$ cat src/rtl/clk_div_ctrl.sv
// clk_div_ctrl: programmable clock-divider controller.
// Generates a glitch-free, duty-controlled strobe clk_out whose period and high
// time are counted in clk cycles. New {period, high} pairs arrive through a
// valid/ready handshake into a shadow register. They are promoted to the active
// pair only at a period boundary, or immediately while idle.
//
// state | meaning
// ------+-----------------------------------------------------------------
// IDLE  | output parked low, waiting for enable with a loaded config
// RUN   | counting periods, period_tick on every wrap
// STOP  | enable dropped, finishing the current period before parking
module clk_div_ctrl #(
  parameter int unsigned CNT_W = 16
) (
  input  logic             clk,
  input  logic             rst_n,
  input  logic             enable,
  input  logic             cfg_valid,
  output logic             cfg_ready,
  input  logic [CNT_W-1:0] cfg_period,
  input  logic [CNT_W-1:0] cfg_high,
  output logic             clk_out,
  output logic             period_tick,
  output logic             cfg_err,
  output logic             busy
);

  typedef enum logic [1:0] {
    ST_IDLE = 2'd0,
    ST_RUN  = 2'd1,
    ST_STOP = 2'd2
  } state_e;

  localparam logic [CNT_W-1:0] CNT_ZERO = '0;
  localparam logic [CNT_W-1:0] CNT_ONE  = CNT_W'(1);
  localparam logic [CNT_W-1:0] CNT_TWO  = CNT_W'(2);

  state_e           state_q, state_d;
  logic [CNT_W-1:0] cnt_q, cnt_d;
  logic [CNT_W-1:0] act_period_q, act_period_d;
  logic [CNT_W-1:0] act_high_q, act_high_d;
  logic [CNT_W-1:0] shd_period_q, shd_period_d;
  logic [CNT_W-1:0] shd_high_q, shd_high_d;
  logic             pend_q, pend_d;
  logic             clk_out_q, clk_out_d;
  logic             period_tick_q, period_tick_d;
  logic             cfg_err_q, cfg_err_d;
  logic             busy_q, busy_d;

  logic             cfg_acc;
  logic             cfg_legal;
  logic             configured;
  logic             cnt_wrap;
  logic [CNT_W-1:0] next_cnt;
  logic [CNT_W-1:0] next_high;

  assign cfg_ready   = !pend_q;
  assign cfg_acc     = cfg_valid && !pend_q;
  assign cfg_legal   = (cfg_period >= CNT_TWO) && (cfg_high >= CNT_ONE) &&
                       (cfg_high < cfg_period);
  assign configured  = (act_period_q != CNT_ZERO);
  // Only meaningful in RUN/STOP, where act_period_q >= 2 is guaranteed.
  assign cnt_wrap    = (cnt_q == (act_period_q - CNT_ONE));

  assign clk_out     = clk_out_q;
  assign period_tick = period_tick_q;
  assign cfg_err     = cfg_err_q;
  assign busy        = busy_q;

  // Next-state, counter, config promotion and output computation.
  always_comb begin
    state_d       = state_q;
    cnt_d         = cnt_q;
    act_period_d  = act_period_q;
    act_high_d    = act_high_q;
    shd_period_d  = shd_period_q;
    shd_high_d    = shd_high_q;
    pend_d        = pend_q;
    clk_out_d     = clk_out_q;
    period_tick_d = 1'b0;
    cfg_err_d     = 1'b0;
    next_cnt      = CNT_ZERO;
    next_high     = act_high_q;

    // Accept only happens while pend_q is clear, so it never collides with
    // the promotions below, which all require pend_q set.
    if (cfg_acc) begin
      if (cfg_legal) begin
        shd_period_d = cfg_period;
        shd_high_d   = cfg_high;
        pend_d       = 1'b1;
      end else begin
        cfg_err_d = 1'b1;
      end
    end

    case (state_q)
      ST_IDLE: begin
        if (pend_q) begin
          act_period_d = shd_period_q;
          act_high_d   = shd_high_q;
          pend_d       = 1'b0;
        end
        cnt_d = CNT_ZERO;
        if (enable && configured) begin
          state_d   = ST_RUN;
          clk_out_d = 1'b1;
        end else begin
          clk_out_d = 1'b0;
        end
      end

      ST_RUN, ST_STOP: begin
        next_cnt = cnt_wrap ? CNT_ZERO : (cnt_q + CNT_ONE);
        if (cnt_wrap && pend_q) begin
          act_period_d = shd_period_q;
          act_high_d   = shd_high_q;
          pend_d       = 1'b0;
          next_high    = shd_high_q;
        end
        cnt_d     = next_cnt;
        clk_out_d = (next_cnt < next_high);

        if (state_q == ST_RUN) begin
          period_tick_d = cnt_wrap;
          if (!enable) begin
            state_d = ST_STOP;
          end
        end else begin
          // A re-enable wins over parking so the waveform keeps its phase.
          if (enable) begin
            state_d = ST_RUN;
          end else if (cnt_wrap) begin
            state_d   = ST_IDLE;
            cnt_d     = CNT_ZERO;
            clk_out_d = 1'b0;
          end
        end
      end

      default: begin
        state_d   = ST_IDLE;
        cnt_d     = CNT_ZERO;
        clk_out_d = 1'b0;
      end
    endcase

    busy_d = (state_d != ST_IDLE);
  end

  // State and output registers with synchronous active-low reset.
  always_ff @(posedge clk) begin
    if (!rst_n) begin
      state_q       <= ST_IDLE;
      cnt_q         <= CNT_ZERO;
      act_period_q  <= CNT_ZERO;
      act_high_q    <= CNT_ZERO;
      shd_period_q  <= CNT_ZERO;
      shd_high_q    <= CNT_ZERO;
      pend_q        <= 1'b0;
      clk_out_q     <= 1'b0;
      period_tick_q <= 1'b0;
      cfg_err_q     <= 1'b0;
      busy_q        <= 1'b0;
    end else begin
      state_q       <= state_d;
      cnt_q         <= cnt_d;
      act_period_q  <= act_period_d;
      act_high_q    <= act_high_d;
      shd_period_q  <= shd_period_d;
      shd_high_q    <= shd_high_d;
      pend_q        <= pend_d;
      clk_out_q     <= clk_out_d;
      period_tick_q <= period_tick_d;
      cfg_err_q     <= cfg_err_d;
      busy_q        <= busy_d;
    end
  end

endmodule

$ cat config.mk
export PLATFORM = sky130hd
export DESIGN_NAME = clk_div_ctrl
export DESIGN_NICKNAME = d
export VERILOG_FILES = /design/src/rtl/clk_div_ctrl.sv
export SDC_FILE = /design/constraint.sdc
export NUM_CORES = 1
export LEC_CHECK = 0
export CORE_ASPECT_RATIO = 1.2
export CORE_MARGIN = 2
export CORE_UTILIZATION = 59
export DETAILED_ROUTE_END_ITERATION = 12
export PLACE_DENSITY = 0.81
export SLEW_MARGIN = 25
export SYNTH_ARGS = -nofsm -noshare
export SYNTH_HDL_FRONTEND = slang
export SYNTH_SLANG_ARGS = --single-unit
$ cat constraint.sdc
create_clock -name clk -period 5 [get_ports clk]
set_clock_uncertainty 0.2 [all_clocks]
set_input_delay 1 -clock clk [delete_from_list [all_inputs] [get_ports clk]]
set_output_delay 1 -clock clk [all_outputs]
set_load 0.005 [all_outputs]
# Yosys cells after proc, flatten, opt, wreduce, memory -nomap -nowiden

Index checks and enable logic that the tools add are counted.

Memories kept: 0
Bits of input ports: 36
Output and inout bits: 5
Bits in registers: 87
Latch bits: 0
Memory bits (writable): 0
Bits in read-only memories: 0
Logic and storage cells: 67

Divide/modulo/power cells: 0
Shift-type cells: 0
Reductions and logical operators: 17
Add/sub/neg operators: 2
Magnitude comparators: 4
Bitwise operators: 0
Equal/unequal tests: 5
Multiplexer cells: 28
$mul: 0

Operators with widths:

| kind                    | number |
|---|---|
| $mux W16                | 9 |
| $pmux W16 S2            | 2 |
| $lt A16 B16 Y1          | 2 |
| $add A16 B1 Y16 const B | 1 |
| $eq A16 B16 Y1          | 1 |
| $ge A16 B1 Y1 const B   | 1 |
| $ge A16 B2 Y1 const B   | 1 |
| $reduce_bool A16 Y1     | 1 |
| $sub A16 B1 Y16 const B | 1 |
| $mux W2                 | 5 |
| $mux W1                 | 9 |
| $reduce_and A2 Y1       | 4 |
| $reduce_and A3 Y1       | 2 |
| $logic_and A1 B1 Y1     | 5 |
| $ne A2 B2 Y1 const B    | 2 |
| $pmux W1 S2             | 2 |
| $pmux W2 S2             | 1 |
| $reduce_bool A2 Y1      | 2 |
| $eq A2 B1 Y1 const B    | 1 |
| $eq A2 B2 Y1 const B    | 1 |
| $logic_not A2 Y1        | 1 |
| $reduce_or A2 Y1        | 1 |
| $logic_not A1 Y1        | 1 |

# Logic depth before layout (Yosys ltp)

Word-level depth: 10
Depth in mapped cells: 20
Depth with buffers taken out: 18

# Worst setup path before layout

Ideal clock, no wire load.

Path kind: register to register
Start point: reg act_period_q[0]
End point: reg clk_out_q, in the netlist clk_out
Path slack: 1034 ps
Stages on the path, launching flop included: 20
Library setup time: 58 ps
Arrival time: 3708 ps
Clock period less this slack: 3966 ps
Data required time: 4742 ps
Buffers on the path: 2
Path through: dfxtp_1 -> inv_1 -> ha_1 -> clkbuf_1 -> and2_1 -> a311oi_1 -> o211ai_1 -> a2111o_4 -> nor2_8 -> buf_6 -> mux2i_1 -> ha_1 -> a21o_1 -> a21oi_1 -> o22ai_1 -> o21ai_0 -> o2111ai_1 -> o21ai_0 -> o31a_1 -> o21a_1

Longest elaborated chain between the ends: 10
Elaborated cells on any way between the ends: 14
Classes of those cells: add/sub (1); order compare (1); eq/ne (1); mux (8); reduce/logical (3)

Ends and longest elaborated chain:

| element                | line | source |
|---|---|---|
| from (decl)            | 40   | `logic [CNT_W-1:0] act_period_q, act_period_d;` |
| from (signal assigned) | 168  | `act_period_q <= act_period_d;` |
| $sub A16 B1 Y16        | 63   | `assign cnt_wrap = (cnt_q == (act_period_q - CNT_ONE));` |
| $eq A16 B16 Y1         | 63   |  |
| $logic_and A1 B1 Y1    | 115  | `if (cnt_wrap && pend_q) begin` |
| $mux W16               | 115  |  |
| $mux W16               | 97   | `case (state_q)` |
| $lt A16 B16 Y1         | 122  | `clk_out_d = (next_cnt < next_high);` |
| $mux W1                | 133  | `end else if (cnt_wrap) begin` |
| $mux W1                | 131  | `if (enable) begin` |
| $mux W1                | 124  | `if (state_q == ST_RUN) begin` |
| $pmux W1 S2 (*)        | 97   |  |
| to (signal assigned)   | 173  | `clk_out_q <= clk_out_d;` |
| to (decl)              | 45   | `logic clk_out_q, clk_out_d;` |

Mark *: on every way between the ends. The rest lies on a longest branch, timed or not. The select of a mux whose other input is x is not followed.
A chain may end at the register's enable or synchronous reset.

# Final worst setup path

Start point: reg act_period_q[2]
End point: reg clk_out_q, in the netlist clk_out

Same word-level chain as after synthesis.

==> metrics <==
launching element of the worst setup path act_period_q[2]; Slew Limit Fails 0; period utilization 89.25%; CTS sink count 87; Synth-to-Final Area Change 13.98%; Synth Flop Type dfxtp_1; Worst Setup Start Kind flop; CTS resizes 0; Synth Area in Compound Gates 14.08%; simple-gate portion of the synthesized area 24.43%; Power Density 333.2 nW/µm²; FILL cells 681; syn_area_per_cell 8.932 µm²; Tmin final 4462 ps; sw frac 30.04%; via count 4354; clock-pin slew of the registers on the worst-case setup and hold paths 90 ps; CTS tree done; GRT Resource Usage Total 26.99%; Post-synth EDFFs 0; layout cells sized above 1 11.20%; Post-route DRC 0; Critical Path End Type flop; largest net degree at the start of global routing 56; Flop pwr share 40.2%; Post-DRT Antenna Nets 0; RSZ-0062 raised after global routing no; post-synthesis mux area share 9.195%; Cell variety after synth 65; hold wc startpoint act_high_q[14]; crit path DAT 4590 ps; Worst Path Required 5120 ps; HP Class reg2reg; clk_lat worst skew 370 ps; status finished clean; Pre-antenna DRT Iters 5; XOR/XNOR Fraction of Synth Area 5.029%; combinational share of power 24.8%; P_int 1.389 mW; Max Cap Violations 0; DRT Wirelength 12570 µm; initial antenna violation count 0; Bufs on Longest Clock Path 2; mapped cell area 5225 µm²; top cell type by total area after synthesis dfxtp_1; largest family of logic cells by synthesized area simple AND/OR/NAND/NOR gates; cells taking the most area after synthesis dfxtp_1, mux2i_1, ha_1, nor2b_1, nand2_1; 1st-iter DRT viols 297; Layout Nets 682; VDD IR max 181.5 µV; critical path type reg2reg; dpl hpwl 9581 µm; Worst Setup EP clk_out; Leak Pwr 2.433 nW; routed length per instance 17.14 µm; reg2reg path depth 15; Max Freq 0.2241 GHz; Psw 0.5962 mW; io pins 41; vias per inst 5.940; async set-or-reset flop fraction in the synthesized netlist 0%; GP Congestion 0.9319; Clk pwr share 35.0%; TritonCTS Buffers 9; sequential area share after synthesis 33.33%; vias in the first global route 4354; Adder-Cell Fraction of Synth Area 8.381%; r2r endpoint clk_out; Syn Inst Count 585; first-pass GRT wire length 20670 µm; setup bufs post-CTS 0; synth warn 0; R2R Setup Slk 540 ps; die width 89.91 µm; PortBufs 40; crit-path max FO 15; CP most frequent cell o21ai_0; R2R Path Start act_period_q[2]; CP peak stage delay 650 ps; H-tree depth 3; Overflow after GRT 0; worst path cell trace nor4_4 > nand4_2 > or3_4 > a2111o_4 > nor2_8 > mux2i_1 > ha_1 > a21o_1 > a21oi_1 > o22ai_1 > o21ai_0 > o2111ai_1 > o21ai_0 > o31a_1 > o21a_1; Fin. Hold Viols 0; Die ar. 9627 µm²; Hold-fix buffers, CTS 0; Fin Setup TNS 0 ps; Diodes inserted 0; Synth Net Count 656; commonest cells in the netlist dfxtp_1, mux2i_1, nand2_1; top-area cell type share of the netlist area 33.33%; clk root buf clkbuf_8; most numerous cell in the Yosys netlist dfxtp_1; slew margin rel. 45.70%; final setup violation count 0; Slowest-stage cell, CP nor4_4; Die Ht 107.1 µm; starting density of the core 60.68%; overall power 1.985 mW; area of the core 8611 µm²; Slew @ Worst Pin 811.4 ps; Cell Rows 37; Yosys reg bits 87
## layout make-up
cell class              count  area [µm²]  share of cell area [%]
clock buffers               9       123.9                   2.080
well taps                 117       146.4                   2.458
clock inverters             7       167.7                   2.815
repair buffers             47       447.9                   7.521
inverters                  31       116.4                   1.954
flip-flops and latches     87        1742                   29.24
multi-input cells         435        3212                   53.93
## metrics by stage
stage / cell area, µm² / worst slack (ps) / hold WS (ps) / util [%] / std cells
detailed placement: 5664 / 574.6 / 250.3 / 65.78 / 717
CTS: 5956 / 562.4 / 262.4 / 69.17 / 733
finish: 5956 / 537.6 / 261.9 / 69.17 / 733
floorplan: 5225 / 1034 / 236.0 / - / 585
global placement: 5664 / 687.6 / 244.6 / 65.78 / 717
global route: 5956 / 243.4 / 284.6 / 69.17 / 733
## worst min-delay path by stage
stage                            end  slack (ps)  cells after the start
global placement       act_high_q[4]         240                      2
finish                act_high_q[14]         260                      2
detailed placement    act_high_q[14]         250                      2
CTS                   act_high_q[14]         260                      2
floorplan             act_high_q[10]         240                      2
global route        act_period_q[13]         280                      2
## flip-flops by register name, summed over array words and instances, names as in the netlist
name / cells
act_high_q: 16
act_period_q: 16
cnt_q: 16
shd_high_q: 16
shd_period_q: 16
state_q: 2
busy: 1
cfg_err: 1
clk_out: 1
pend_q: 1
period_tick: 1
## power by group through the flow
stage	clock [mW]	combinational [mW]	sequential, mW
after floorplan	0	0.379	0.793
after global placement	0	0.466	0.809
after detailed placement	0	0.484	0.812
after CTS	0.699	0.489	0.796
after global routing	0.728	0.542	0.803
final	0.694	0.493	0.797
## cells by family after synthesis
kind of cell | count (synthesis)
buf+inv | 63
flops | 87
compound gates | 100
xor+xnor | 30
mux | 48
fa+ha+maj | 35
simple gates | 222
## worst max-delay path: cells and delay by family (launching register included)
kind,cells,cell delay (ps)
AOI/OAI and AO/OA,9,1640
DFF,1,390
muxes,1,230
adders and majority gates,1,270
and+or+nand+nor,4,1690
## layer usage
| layer | up-vias | global-route usage [%] | wire length, µm |
|---|---|---|---|
| li1 | 2143 | - | - |
| met1 | 2018 | 31.42 | 5281 |
| met2 | 144 | 47.51 | 6162 |
| met3 | 49 | 3.514 | 498 |
| met4 | 0 | 16.37 | 623 |
| met5 | - | 0 | 0 |
## layout by cell type, fill, tap and decap left out, types with 14 or more instances in the layout
| master | n |
|---|---|
| xnor2_1 | 18 |
| o21ai_2 | 14 |
| o21ai_1 | 18 |
| ha_1 | 35 |
| mux2i_1 | 48 |
| nand3_2 | 14 |
| nor2b_1 | 35 |
| clkdlybuf4s50_1 | 39 |
| dfxtp_1 | 87 |
| nor3_1 | 21 |
| inv_1 | 30 |
| nor2_1 | 24 |
| nand2_1 | 44 |
| nand3_1 | 29 |
No activity file was read; power rests on OpenSTA's default activity.
